===== src/rtl/note_sequencer.sv =====
// Memory-mapped note FIFO with a tick-driven player that feeds a buzzer tone generator.
// Registers: NOTE push (0x0), CTRL (0x4), STATUS (0x8), TICK prescaler (0xC).
module note_sequencer #(
   parameter int DEPTH = 16
) (
   input  logic        clk,
   input  logic        reset,
   input  logic        cs_i,
   input  logic        read_i,
   input  logic        write_i,
   input  logic [3:0]  address_i,
   input  logic [31:0] data_in,
   output logic [31:0] data_out,
   output logic [15:0] freq_o,
   output logic        tone_en_o,
   output logic        irq_o
);

   localparam int AW = $clog2(DEPTH);
   localparam int CW = AW + 1;

   typedef enum logic [1:0] {IDLE, LOAD, PLAY, GAP} state_t;

   state_t          state_q, state_d;
   logic [AW-1:0]   wr_ptr_q, wr_ptr_d;
   logic [AW-1:0]   rd_ptr_q, rd_ptr_d;
   logic [CW-1:0]   count_q, count_d;
   logic            en_q, en_d;
   logic            ie_q, ie_d;
   logic [15:0]     tick_val_q, tick_val_d;
   logic            ovf_q, ovf_d;
   logic            done_q, done_d;
   logic [15:0]     presc_q, presc_d;
   logic [15:0]     dur_cnt_q, dur_cnt_d;
   logic [15:0]     freq_q, freq_d;
   logic [31:0]     data_out_q, data_out_d;
   logic [31:0]     mem_q [DEPTH];

   logic        wr_en, rd_en;
   logic        wr_note, wr_ctrl, wr_stat, wr_tick;
   logic        clr, empty, full, push, pop, tick, done_set;
   logic [31:0] head, status;
   logic        unused_addr;

   assign unused_addr = ^address_i[1:0];

   assign wr_en   = cs_i && write_i;
   assign rd_en   = cs_i && read_i;
   assign wr_note = wr_en && (address_i[3:2] == 2'd0);
   assign wr_ctrl = wr_en && (address_i[3:2] == 2'd1);
   assign wr_stat = wr_en && (address_i[3:2] == 2'd2);
   assign wr_tick = wr_en && (address_i[3:2] == 2'd3);

   assign clr   = wr_ctrl && data_in[2];
   assign empty = (count_q == '0);
   assign full  = (count_q == CW'(DEPTH));
   assign push  = wr_note && !full && !clr;
   // A LOAD entered just as software disabled or flushed the queue pops nothing.
   assign pop   = (state_q == LOAD) && !empty && en_q;
   assign head  = mem_q[rd_ptr_q];
   assign tick  = (presc_q >= tick_val_q);

   always_comb begin
      status        = '0;
      status[5:0]   = 6'(count_q);
      status[8]     = (state_q != IDLE);
      status[9]     = empty;
      status[10]    = full;
      status[11]    = ovf_q;
      status[12]    = done_q;
   end

   always_comb begin
      state_d   = state_q;
      freq_d    = freq_q;
      dur_cnt_d = dur_cnt_q;
      done_set  = 1'b0;
      case (state_q)
         IDLE: begin
            if (en_q && !empty) state_d = LOAD;
         end
         LOAD: begin
            if (pop) begin
               freq_d    = head[15:0];
               dur_cnt_d = head[31:16];
               if (head[31:16] == 16'd0) begin
                  freq_d  = '0;
                  state_d = ((count_q > CW'(1)) && !clr) ? LOAD : IDLE;
               end else begin
                  state_d = PLAY;
               end
            end else begin
               state_d = IDLE;
            end
         end
         PLAY: begin
            if (tick) begin
               dur_cnt_d = dur_cnt_q - 16'd1;
               if (dur_cnt_q <= 16'd1) begin
                  state_d = GAP;
                  freq_d  = '0;
               end
            end
         end
         GAP: begin
            if (tick) begin
               if (!empty) begin
                  state_d = LOAD;
               end else begin
                  state_d  = IDLE;
                  done_set = 1'b1;
               end
            end
         end
         default: state_d = IDLE;
      endcase
      // Disabling abandons the current note outright; it never counts as a finished tune.
      if (!en_q) begin
         state_d  = IDLE;
         freq_d   = '0;
         done_set = 1'b0;
      end
   end

   always_comb begin
      presc_d = '0;
      if ((state_q == PLAY) || (state_q == GAP)) presc_d = tick ? '0 : presc_q + 16'd1;
   end

   always_comb begin
      en_d       = en_q;
      ie_d       = ie_q;
      tick_val_d = tick_val_q;
      ovf_d      = ovf_q;
      done_d     = done_q;
      if (wr_ctrl) begin
         en_d = data_in[0];
         ie_d = data_in[1];
      end
      if (wr_tick) tick_val_d = data_in[15:0];
      if (wr_stat && data_in[11]) ovf_d = 1'b0;
      if (wr_stat && data_in[12]) done_d = 1'b0;
      if (wr_note && full) ovf_d = 1'b1;
      if (done_set) done_d = 1'b1;
   end

   always_comb begin
      wr_ptr_d = wr_ptr_q;
      rd_ptr_d = rd_ptr_q;
      count_d  = count_q;
      if (clr) begin
         rd_ptr_d = wr_ptr_q;
         count_d  = '0;
      end else begin
         if (push) wr_ptr_d = wr_ptr_q + AW'(1);
         if (pop)  rd_ptr_d = rd_ptr_q + AW'(1);
         count_d = count_q + CW'(push) - CW'(pop);
      end
   end

   always_comb begin
      data_out_d = '0;
      if (rd_en) begin
         case (address_i[3:2])
            2'd1:    data_out_d = {30'd0, ie_q, en_q};
            2'd2:    data_out_d = status;
            2'd3:    data_out_d = {16'd0, tick_val_q};
            default: data_out_d = '0;
         endcase
      end
   end

   always_ff @(posedge clk or negedge reset) begin
      if (!reset) begin
         state_q    <= IDLE;
         wr_ptr_q   <= '0;
         rd_ptr_q   <= '0;
         count_q    <= '0;
         en_q       <= 1'b0;
         ie_q       <= 1'b0;
         tick_val_q <= '0;
         ovf_q      <= 1'b0;
         done_q     <= 1'b0;
         presc_q    <= '0;
         dur_cnt_q  <= '0;
         freq_q     <= '0;
         data_out_q <= '0;
      end else begin
         state_q    <= state_d;
         wr_ptr_q   <= wr_ptr_d;
         rd_ptr_q   <= rd_ptr_d;
         count_q    <= count_d;
         en_q       <= en_d;
         ie_q       <= ie_d;
         tick_val_q <= tick_val_d;
         ovf_q      <= ovf_d;
         done_q     <= done_d;
         presc_q    <= presc_d;
         dur_cnt_q  <= dur_cnt_d;
         freq_q     <= freq_d;
         data_out_q <= data_out_d;
      end
   end

   // Queue storage carries no reset: entries are only ever read behind the pointers.
   always_ff @(posedge clk) begin
      if (push) mem_q[wr_ptr_q] <= data_in;
   end

   assign data_out  = data_out_q;
   assign freq_o    = ((state_q == PLAY) && en_q) ? freq_q : '0;
   assign tone_en_o = (freq_o != 16'd0);
   assign irq_o     = ie_q && done_q;

endmodule


===== config.mk =====
export PLATFORM = sky130hd
export DESIGN_NAME = note_sequencer
export DESIGN_NICKNAME = d
export VERILOG_FILES = /design/src/rtl/note_sequencer.sv
export SDC_FILE = /design/constraint.sdc
export NUM_CORES = 1
export LEC_CHECK = 0
export CORE_AREA = 2 2 269 271
export DETAILED_ROUTE_END_ITERATION = 8
export DIE_AREA = 0 0 271 273
export PLACE_DENSITY = 0.5
export SETUP_SLACK_MARGIN = 0.15
export SLEW_MARGIN = 20
export SYNTH_ARGS = -nofsm -noshare
export SYNTH_HDL_FRONTEND = slang
export SYNTH_SLANG_ARGS = --single-unit

===== constraint.sdc =====
create_clock -name clk -period 5.4 [get_ports clk]
set_input_delay 1.08 -clock clk [delete_from_list [all_inputs] [get_ports clk]]
set_output_delay 1.08 -clock clk [all_outputs]
set_load 0.005 [all_outputs]

# Word level (Yosys, flattened, before mapping)

Memories as Yosys holds them, arrays and structs flattened.
Index checks and enable logic that the tools add are counted.

Bits in writable memories: 512
Memories kept: 1
Input bits: 41
Logic and storage cells: 112
Register bits after elaboration: 115

Reductions and logical operators: 36
$add $sub $neg: 6
Equal/unequal tests: 15
Bitwise operators: 1
Magnitude comparators: 3
Mux-type cells: 37

Memory list:

| name  | depth | bits a word | read ports | clocked after Yosys merged registers in | write ports | RTL line | text |
|---|---|---|---|---|---|---|---|
| mem_q | 16    | 32          | 1          | 0                                       | 1           | 37       | `logic [31:0] mem_q [DEPTH];` |

Operators with widths:

| operator                | count |
|---|---|
| $mux W16                | 11 |
| $pmux W16 S2            | 2 |
| $pmux W16 S3            | 1 |
| $logic_and A1 B1 Y1     | 18 |
| $add A16 B1 Y16 const B | 1 |
| $ge A16 B16 Y1          | 1 |
| $le A16 B1 Y1 const B   | 1 |
| $logic_not A16 Y1       | 1 |
| $reduce_bool A16 Y1     | 1 |
| $sub A16 B1 Y16 const B | 1 |
| $ne A3 B3 Y1 const B    | 5 |
| $mux W2                 | 7 |
| $mux W1                 | 12 |
| $reduce_bool A2 Y1      | 5 |
| $add A4 B1 Y4 const B   | 2 |
| $eq A2 B2 Y1 const B    | 4 |
| $mux W4                 | 2 |
| $pmux W2 S4             | 1 |
| $reduce_and A4 Y1       | 2 |
| $add A5 B1 Y5           | 1 |
| $eq A5 B5 Y1 const B    | 1 |
| $gt A5 B1 Y1 const B    | 1 |
| $logic_not A5 Y1        | 1 |
| $mux W5                 | 1 |
| 10 further kinds        | 15 |

# Depth between registers and ports, before layout

Gate-level depths: netlist (run 1).

Word-level depth: 10
Depth in mapped cells: 14
Mapped depth without buffers: 13

# Worst setup path before layout (run 1)

Ideal clock, no wire load.

Kind: in2reg
Start: input port cs_i
End: memory mem_q[0][0] (enable)
Buffers on the path: 1
Arrival time: 3.004 ns
Setup time: 0.392 ns
Slack: 2.004 ns
Cell stages on the path: 6
Data required time: 5.008 ns
Cells stage by stage: nand2_1 > or2_2 > nor3_1 > clkbuf_1 > nor3b_1 > and2_1

Longest elaborated chain between the ends: 7

RTL lines:

| item                            | RTL line | text |
|---|---|---|
| from (decl)                     | 8        | `input logic cs_i,` |
| $logic_and A1 B1 Y1 *           | 47       | `assign wr_en = cs_i && write_i;` |
| $logic_and A1 B1 Y1             | 50       | `assign wr_ctrl = wr_en && (address_i[3:2] == 2'd1);` |
| $logic_and A1 B1 Y1             | 54       | `assign clr = wr_ctrl && data_in[2];` |
| $logic_not A1 Y1                | 57       | `assign push = wr_note && !full && !clr;` |
| $logic_and A1 B1 Y1 *           | 57       |  |
| $mux W1 *                       | 207      | `if (push) mem_q[wr_ptr_q] <= data_in;` |
| $mux W1 (implied by the code) * | 207      |  |
| to (decl)                       | 37       |  |

Mark *: on every way between the ends. The rest lies on a longest branch, timed or not.

# Worst setup path in the final report (run 1)

Start: register rd_ptr_q[0]
End: register freq_q[14]

Longest elaborated chain between the ends: 6

RTL lines:

| item                   | RTL line | text |
|---|---|---|
| from (decl)            | 26       | `logic [AW-1:0] rd_ptr_q, rd_ptr_d;` |
| from (signal assigned) | 191      | `rd_ptr_q <= rd_ptr_d;` |
| $mem_v2 Z16 W32 *      | n/a      |  |
| $logic_not A16 Y1      | 86       | `if (head[31:16] == 16'd0) begin` |
| $mux W16 *             | 86       |  |
| $mux W16 *             | 83       | `if (pop) begin` |
| $pmux W16 S2 *         | 78       | `case (state_q)` |
| $mux W16 *             | 118      | `if (!en_q) begin` |
| to (signal assigned)   | 200      | `freq_q <= freq_d;` |
| to (decl)              | 35       | `logic [15:0] freq_q, freq_d;` |

Mark *: on every way between the ends. The rest lies on a longest branch, timed or not. The select of a mux whose other input is x is not followed.
A chain may end at the register's enable or synchronous reset.

==> impl_metrics.env, run 1 <==
export IMPL_dr_pass1_iters=5
export IMPL_synthMuxAreaShare_pct=14.87
export IMPL_run_status="finished clean"
export IMPL_synthArstFlopShare_pct=16.20
export IMPL_ant_nets=0
export IMPL_post_cts_setup_buffers=0
export IMPL_synth_edf_count=512
export IMPL_cts_htree_levels=3
export IMPL_fin_tns_setup_ns=0
export IMPL_crit_path_start_kind="flip-flop"
export IMPL_syn_inst=1311
export IMPL_fin_cells=2423
export IMPL_clock_sinks=611
export IMPL_path_max_fanout=39
export IMPL_antenna_found_initial=3
export IMPL_synth_simple_area_share_pct=4.667
export IMPL_synth_cell_type_count=50
export IMPL_min_period_over_period_pct=72.19
export IMPL_gp_congestion=0.7599
export IMPL_start_util_pct=34.74
export IMPL_final_fill_count=6263
export IMPL_viasPerCell=5.137
export IMPL_synth_commonest_cells="512 x edfxtp_1, 148 x mux4_2, 99 x dfrtp_1, 65 x nor2_1, 40 x o21ai_0"
export IMPL_clkTransAtPathRegs_ns=0.06
export IMPL_drc=0
export IMPL_syn2layout_area_growth_pct=16.71
export IMPL_required_ns=5.90
export IMPL_cts_hold_buf=0
export IMPL_mappedNetlistArea_um2=24660
export IMPL_synth_top_family_by_area="multiplexers"
export IMPL_cts_tree="done"
export IMPL_insertedDiodeCount=0
export IMPL_min_delay_path_depth=1
export IMPL_die_area_um2=73980
export IMPL_drive_gt1_share_pct=21.45
export IMPL_peakVddDrop_uv=216.5
export IMPL_fp_row_count=98
export IMPL_r2r_cells=6
export IMPL_relSlewSlack_pct=30.19
export IMPL_p_leak_nw=9.734
export IMPL_ys_seq_area_share_pct=72.38
export IMPL_hpwl_um=33060
export IMPL_synth_compound_area_share_pct=3.531
export IMPL_crit_type="reg2reg"
export IMPL_synthMostInstantiatedCell="edfxtp_1"
export IMPL_hp_class="reg2reg"
export IMPL_pin_count=91
export IMPL_drt_wl_total_um=58210
export IMPL_post_synth_xor_area_fraction_pct=0.7813
export IMPL_grt_ovfl_total=0
export IMPL_timing_fmax_mhz=256.5
export IMPL_grtUsageTotal_pct=15.95
export IMPL_yosysWarnings=0
export IMPL_cap_violations=0
export IMPL_initialDrtViolationCount=1177
export IMPL_synth_area_top_cells="edfxtp_1 62%, mux4_2 14%, dfrtp_1 10%, ha_1 1.6%, nor2_1 0.99%"
export IMPL_die_h_um=273
export IMPL_rsz0062_at_grt="no"
export IMPL_final_max_slew_viol_count=0
export IMPL_yosys_area_top_type="edfxtp_1"
export IMPL_routedWlPerCell_um=24.03
export IMPL_core_area_um2=71000
export IMPL_crit_path_end_kind="flip-flop"
export IMPL_dp_cells=2303
export IMPL_postSynthAreaPerCell_um2=18.81
export IMPL_cts_resized=0
export IMPL_hold_viol=0
export IMPL_nets=1496
export IMPL_max_slew_worst_pin_slew_ns=1.041
export IMPL_io_buffers=72
export IMPL_grt_pass1_vias=13030
export IMPL_fp_dieW_um=271
export IMPL_cp_arrival_ns=4.39
export IMPL_clk_latency_ns=0.61
export IMPL_powerDensity_nw_per_um2=466.2
export IMPL_grt_max_degree=65
export IMPL_synth_top_area_share_pct=62.34
export IMPL_grt_first_pass_wirelength_um=86710
export IMPL_yosys_register_bits=611
export IMPL_cts_made_buffers=67
export IMPL_setup_viol=0
export IMPL_cts_root_buf="clkbuf_16"
export IMPL_fin_crit_ns=3.898
export IMPL_synthFlopType="edfxtp_1"
export IMPL_clk_path_buf_depth=3
export IMPL_routed_via_count=12450
export IMPL_finalClockSkew_ns=0.02044
export IMPL_synth_fa_ha_area_share_pct=1.705
[area by class of cell]
| cell class | instances | area (um2) | share of cell area, % |
|---|---|---|---|
| Sequential cell | 611 | 17860 | 62.06 |
| Multi-Input combinational cell | 609 | 6404 | 22.25 |
| Clock buffer | 91 | 1817 | 6.311 |
| Tap cell | 950 | 1189 | 4.129 |
| Timing Repair Buffer | 103 | 1134 | 3.938 |
| Clock inverter | 29 | 265.3 | 0.9215 |
| Inverter | 30 | 112.6 | 0.3912 |
[layer usage]
layer,up-vias,track usage [%],wire length [um]
met5,-,0,28
li1,5458,-,-
met3,79,2.566,2850
met2,295,26.75,28880
met1,6611,21.38,25250
met4,4,4.914,1205
[critical path: stages, from the launching register on]
cell and delay (ns):
dfrtp_4 0.95, mux4_2 0.61, mux4_2 0.53, or4_1 0.60, nor4_4 0.35, a21boi_2 0.36
a22o_1 0.31
[through the flow]
step / worst slack [ns] / hold slack, ns / area, um2 / power [mW] / utilization [%]
after floorplan: 2.004 / 0.4651 / 24720 / 8.199 / -
after global placement: 1.364 / 0.4893 / 26680 / 9.209 / 37.58
after detailed placement: 1.365 / 0.4919 / 26690 / 9.240 / 37.60
after CTS: 1.420 / 0.5052 / 28780 / 13.61 / 40.53
after global routing: 1.270 / 0.5154 / 28790 / 14.08 / 40.54
final: 1.502 / 0.5010 / 28790 / 13.42 / 40.54
[logic make-up after synthesis]
logic type	Yosys count
compound gates	135
xor+xnor	22
fa+ha+maj	33
buf+inv	106
flops	611
mux	179
other cells	1
simple gates	224
[final timing paths]
path	from	endpoint	slack (ns)
max	rd_ptr_q[0]	freq_q[14]	1.50
min	freq_q[0]	freq_q[0]	0.50
max reg2reg	rd_ptr_q[0]	freq_q[14]	1.50
min reg2reg	freq_q[0]	freq_q[0]	0.50
max in group asynchronous	reset	ovf_q	3.69
min in group asynchronous	reset	count_q[3]	0.61
[cells in the final DEF (no fill, tap or decap), types with 8 or more instances in the layout]
cell	netlist	layout
ha_1	32	32
nor4_1	9	9
dfrtp_1	99	95
inv_1	30	30
nand2_1	36	36
a22oi_1	22	22
nand4_1	10	10
nand3_1	11	11
o21ai_0	40	40
xnor2_1	8	8
a22o_1	18	18
mux2i_1	12	12
and2_2	0	16
clkbuf_1	37	19
conb_1	1	16
and2_1	25	9
clkbuf_16	0	67
and3_1	28	28
a21oi_1	31	30
edfxtp_1	512	512
clkinv_1	0	12
buf_12	0	14
buf_4	17	17
mux2_2	19	19
xor2_1	14	14
mux4_2	148	148
clkdlybuf4s50_1	0	71
nor3_1	13	13
nor2_1	65	64
[sequential cells by signal, summed over array words and instances (netlist names), 4 cells and up]
name	cells
wr_ptr_q	4
dur_cnt_q	16
tick_val_q	16
data_out	16
rd_ptr_q	4
count_q	5
mem_q	512
freq_q	16
presc_q	16
[where the power goes]
| part | total, mW | switching, mW | leakage, nW | internal, mW |
|---|---|---|---|---|
| Sequential | 5.87 | 0.499 | 5.88 | 5.37 |
| Clock | 4.34 | 1.86 | 1.01 | 2.48 |
| Combinational | 3.21 | 1.57 | 2.84 | 1.64 |
| Total | 13.4 | 3.93 | 9.73 | 9.49 |
Power figures use the tool's default switching activity.
==> inputs of run 2 (changes only) <==
clock period = 3.7 ns   (was 5.4 ns; I/O delays follow)
==> impl_metrics.env, run 2 (synthesized netlist as in run 1, its figures left out) <==
export IMPL_peakVddDrop_uv=303.2
export IMPL_dp_cells=2340
export IMPL_clk_path_buf_depth=3
export IMPL_hp_class="in2async"
export IMPL_dr_pass1_iters=5
export IMPL_p_sw_mw=5.934
export IMPL_fp_row_count=98
export IMPL_rrSetupSlack_ns=0.35
export IMPL_grt_ovfl_total=0
export IMPL_crit_path_start_kind="flip-flop"
export IMPL_power_frac_clock_pct=33.5
export IMPL_setup_viol=0
export IMPL_min_period_over_period_pct=90.65
export IMPL_antenna_found_initial=1
export IMPL_syn2layout_area_growth_pct=19.00
export IMPL_fin_cells=2463
export IMPL_final_area_um2=29350
export IMPL_hold_viol=0
export IMPL_powerDensity_nw_per_um2=691.4
export IMPL_p_sw_share_pct=29.24
export IMPL_r2r_start="rd_ptr_q[0]"
export IMPL_crit_start="rd_ptr_q[0]"
export IMPL_viasPerCell=5.122
export IMPL_rsz0062_at_grt="no"
export IMPL_grt_first_pass_wirelength_um=88620
export IMPL_relSlewSlack_pct=42.38
export IMPL_clock_sinks=611
export IMPL_core_area_um2=71000
export IMPL_cap_violations=0
export IMPL_finalPower_mw=20.29
export IMPL_pin_count=91
export IMPL_drc=0
export IMPL_path_max_fanout=21
export IMPL_place_area_um2=27080
export IMPL_gp_congestion=0.7551
export IMPL_post_cts_setup_buffers=0
export IMPL_most_common_layout_cells="512 x edfxtp_1, 148 x mux4_2, 95 x dfrtp_1"
export IMPL_clk_latency_ns=0.60
export IMPL_start_util_pct=34.74
export IMPL_cp_arrival_ns=3.84
export IMPL_fp_dieW_um=271
export IMPL_drt_wl_total_um=59760
export IMPL_clkTransAtPathRegs_ns=0.06
export IMPL_slowest_delay_ns=0.53
export IMPL_fin_crit_ns=3.354
export IMPL_top_register="mem_q"
export IMPL_cts_root_buf="clkbuf_16"
export IMPL_p_leak_nw=10.03
export IMPL_max_slew_worst_pin_slew_ns=0.8615
export IMPL_fin_tns_setup_ns=0
export IMPL_crit_top_cell="mux4_2"
export IMPL_cp_slowest_cell="mux4_2"
export IMPL_timing_fmax_mhz=298.1
export IMPL_crit_path_end_kind="flip-flop"
export IMPL_grtUsageTotal_pct=16.30
export IMPL_initialDrtViolationCount=991
export IMPL_routedWlPerCell_um=24.26
export IMPL_io_buffers=72
export IMPL_layout_commonest_cell="edfxtp_1"
export IMPL_ant_nets=0
export IMPL_cts_htree_levels=3
export IMPL_nets=1534
export IMPL_r2r_cells=8
export IMPL_cts_made_buffers=68
export IMPL_r2r_end="freq_q[14]"
export IMPL_grt_pass1_vias=13200
export IMPL_crit_type="reg2reg"
export IMPL_internal_power_mw=14.36
export IMPL_cts_tree="done"
export IMPL_die_h_um=273
export IMPL_crit_path_cell_trace="buf_12, buf_4, mux4_2, mux4_2, or3_1, nor4_4, a21boi_4, a22o_1"
export IMPL_final_max_slew_viol_count=0
export IMPL_run_status="finished clean"
export IMPL_hpwl_um=35820
export IMPL_grt_max_degree=74
export IMPL_drive_gt1_share_pct=23.94
export IMPL_pwr_share_seq_pct=41.2
export IMPL_routed_via_count=12620
export IMPL_required_ns=4.19
export IMPL_finalClockSkew_ns=0.02732
export IMPL_pwr_share_comb_pct=25.2
export IMPL_largest_register_ffs=512
export IMPL_die_area_um2=73980
==> run 2: changes by cell type in the layout (fill, tap and decap cells not counted), sizes merged <==
| cell | before | now |
|---|---|---|
| inv | 34 | 33 |
| clkbuf | 91 | 83 |
| bufinv | 2 | 8 |
| clkinv | 23 | 26 |
| buf | 32 | 69 |
| clkinvlp | 0 | 2 |
| diode | 0 | 1 |
==> run 2: power by group through the flow <==
stage | logic (mW) | clock network [mW] | registers (mW)
after floorplan | 3.82 | 0 | 8.15
after global placement | 5.17 | 0 | 8.51
after detailed placement | 5.18 | 0 | 8.52
after CTS | 5.21 | 6.97 | 8.38
after global routing | 5.59 | 7.26 | 8.43
final | 5.12 | 6.81 | 8.37
==> run 2: what timing repair did <==
action,CTS,global route
hold buffers,0,0
pin swaps,0,0
resized for setup,1,1
endpoints found under the setup margin,1,16
==> run 2: cell type report <==
cell class	count	area (um2)
clock buffers	83	1788
inverters	30	112.6
clock inverters	39	466.7
well taps	950	1189
multi-input cells	609	6407
diodes	1	2.502
flip-flops and latches	611	17860
repair buffers	140	1520
fillers	6296	41640
==> run 2: worst max-delay path, delay by kind of cell, from the launching register on <==
| family | cells | cell delay, ns |
|---|---|---|
| AO/OA/AOI/OAI | 2 | 0.51 |
| buffers and inverters | 2 | 0.47 |
| flip-flops | 1 | 0.46 |
| multiplexers | 2 | 1.04 |
| AND/OR/NAND/NOR | 2 | 0.74 |
==> run 2: how the worst max path moves through the flow <==
stage,cells past startpoint,endpoint,slack (ns)
floorplan,9,freq_q[5],0.54
global placement,11,count_q[4],0.1
detailed placement,11,count_q[4],0.15
CTS,10,freq_q[14],0.18
global route,10,freq_q[14],0.17
finish,8,freq_q[14],0.35
==> run 2: through the flow <==
step / hold slack [ns] / utilization, % / setup slack, ns
after floorplan: 0.4444 / - / 0.5392
after global placement: 0.4880 / 38.14 / 0.09918
after detailed placement: 0.4860 / 38.14 / 0.1522
after CTS: 0.3200 / 41.32 / 0.1828
after global routing: 0.2188 / 41.34 / 0.1726
final: 0.1669 / 41.34 / 0.3459
==> run 2: layer usage <==
layer / vias to the layer above / GRT usage (%) / routed length, um
li1: 5540 / - / -
met3: 79 / 2.873 / 2757
met5: - / 0 / 12
met1: 6713 / 22.85 / 27140
met2: 282 / 26.65 / 28980
met4: 2 / 3.678 / 869
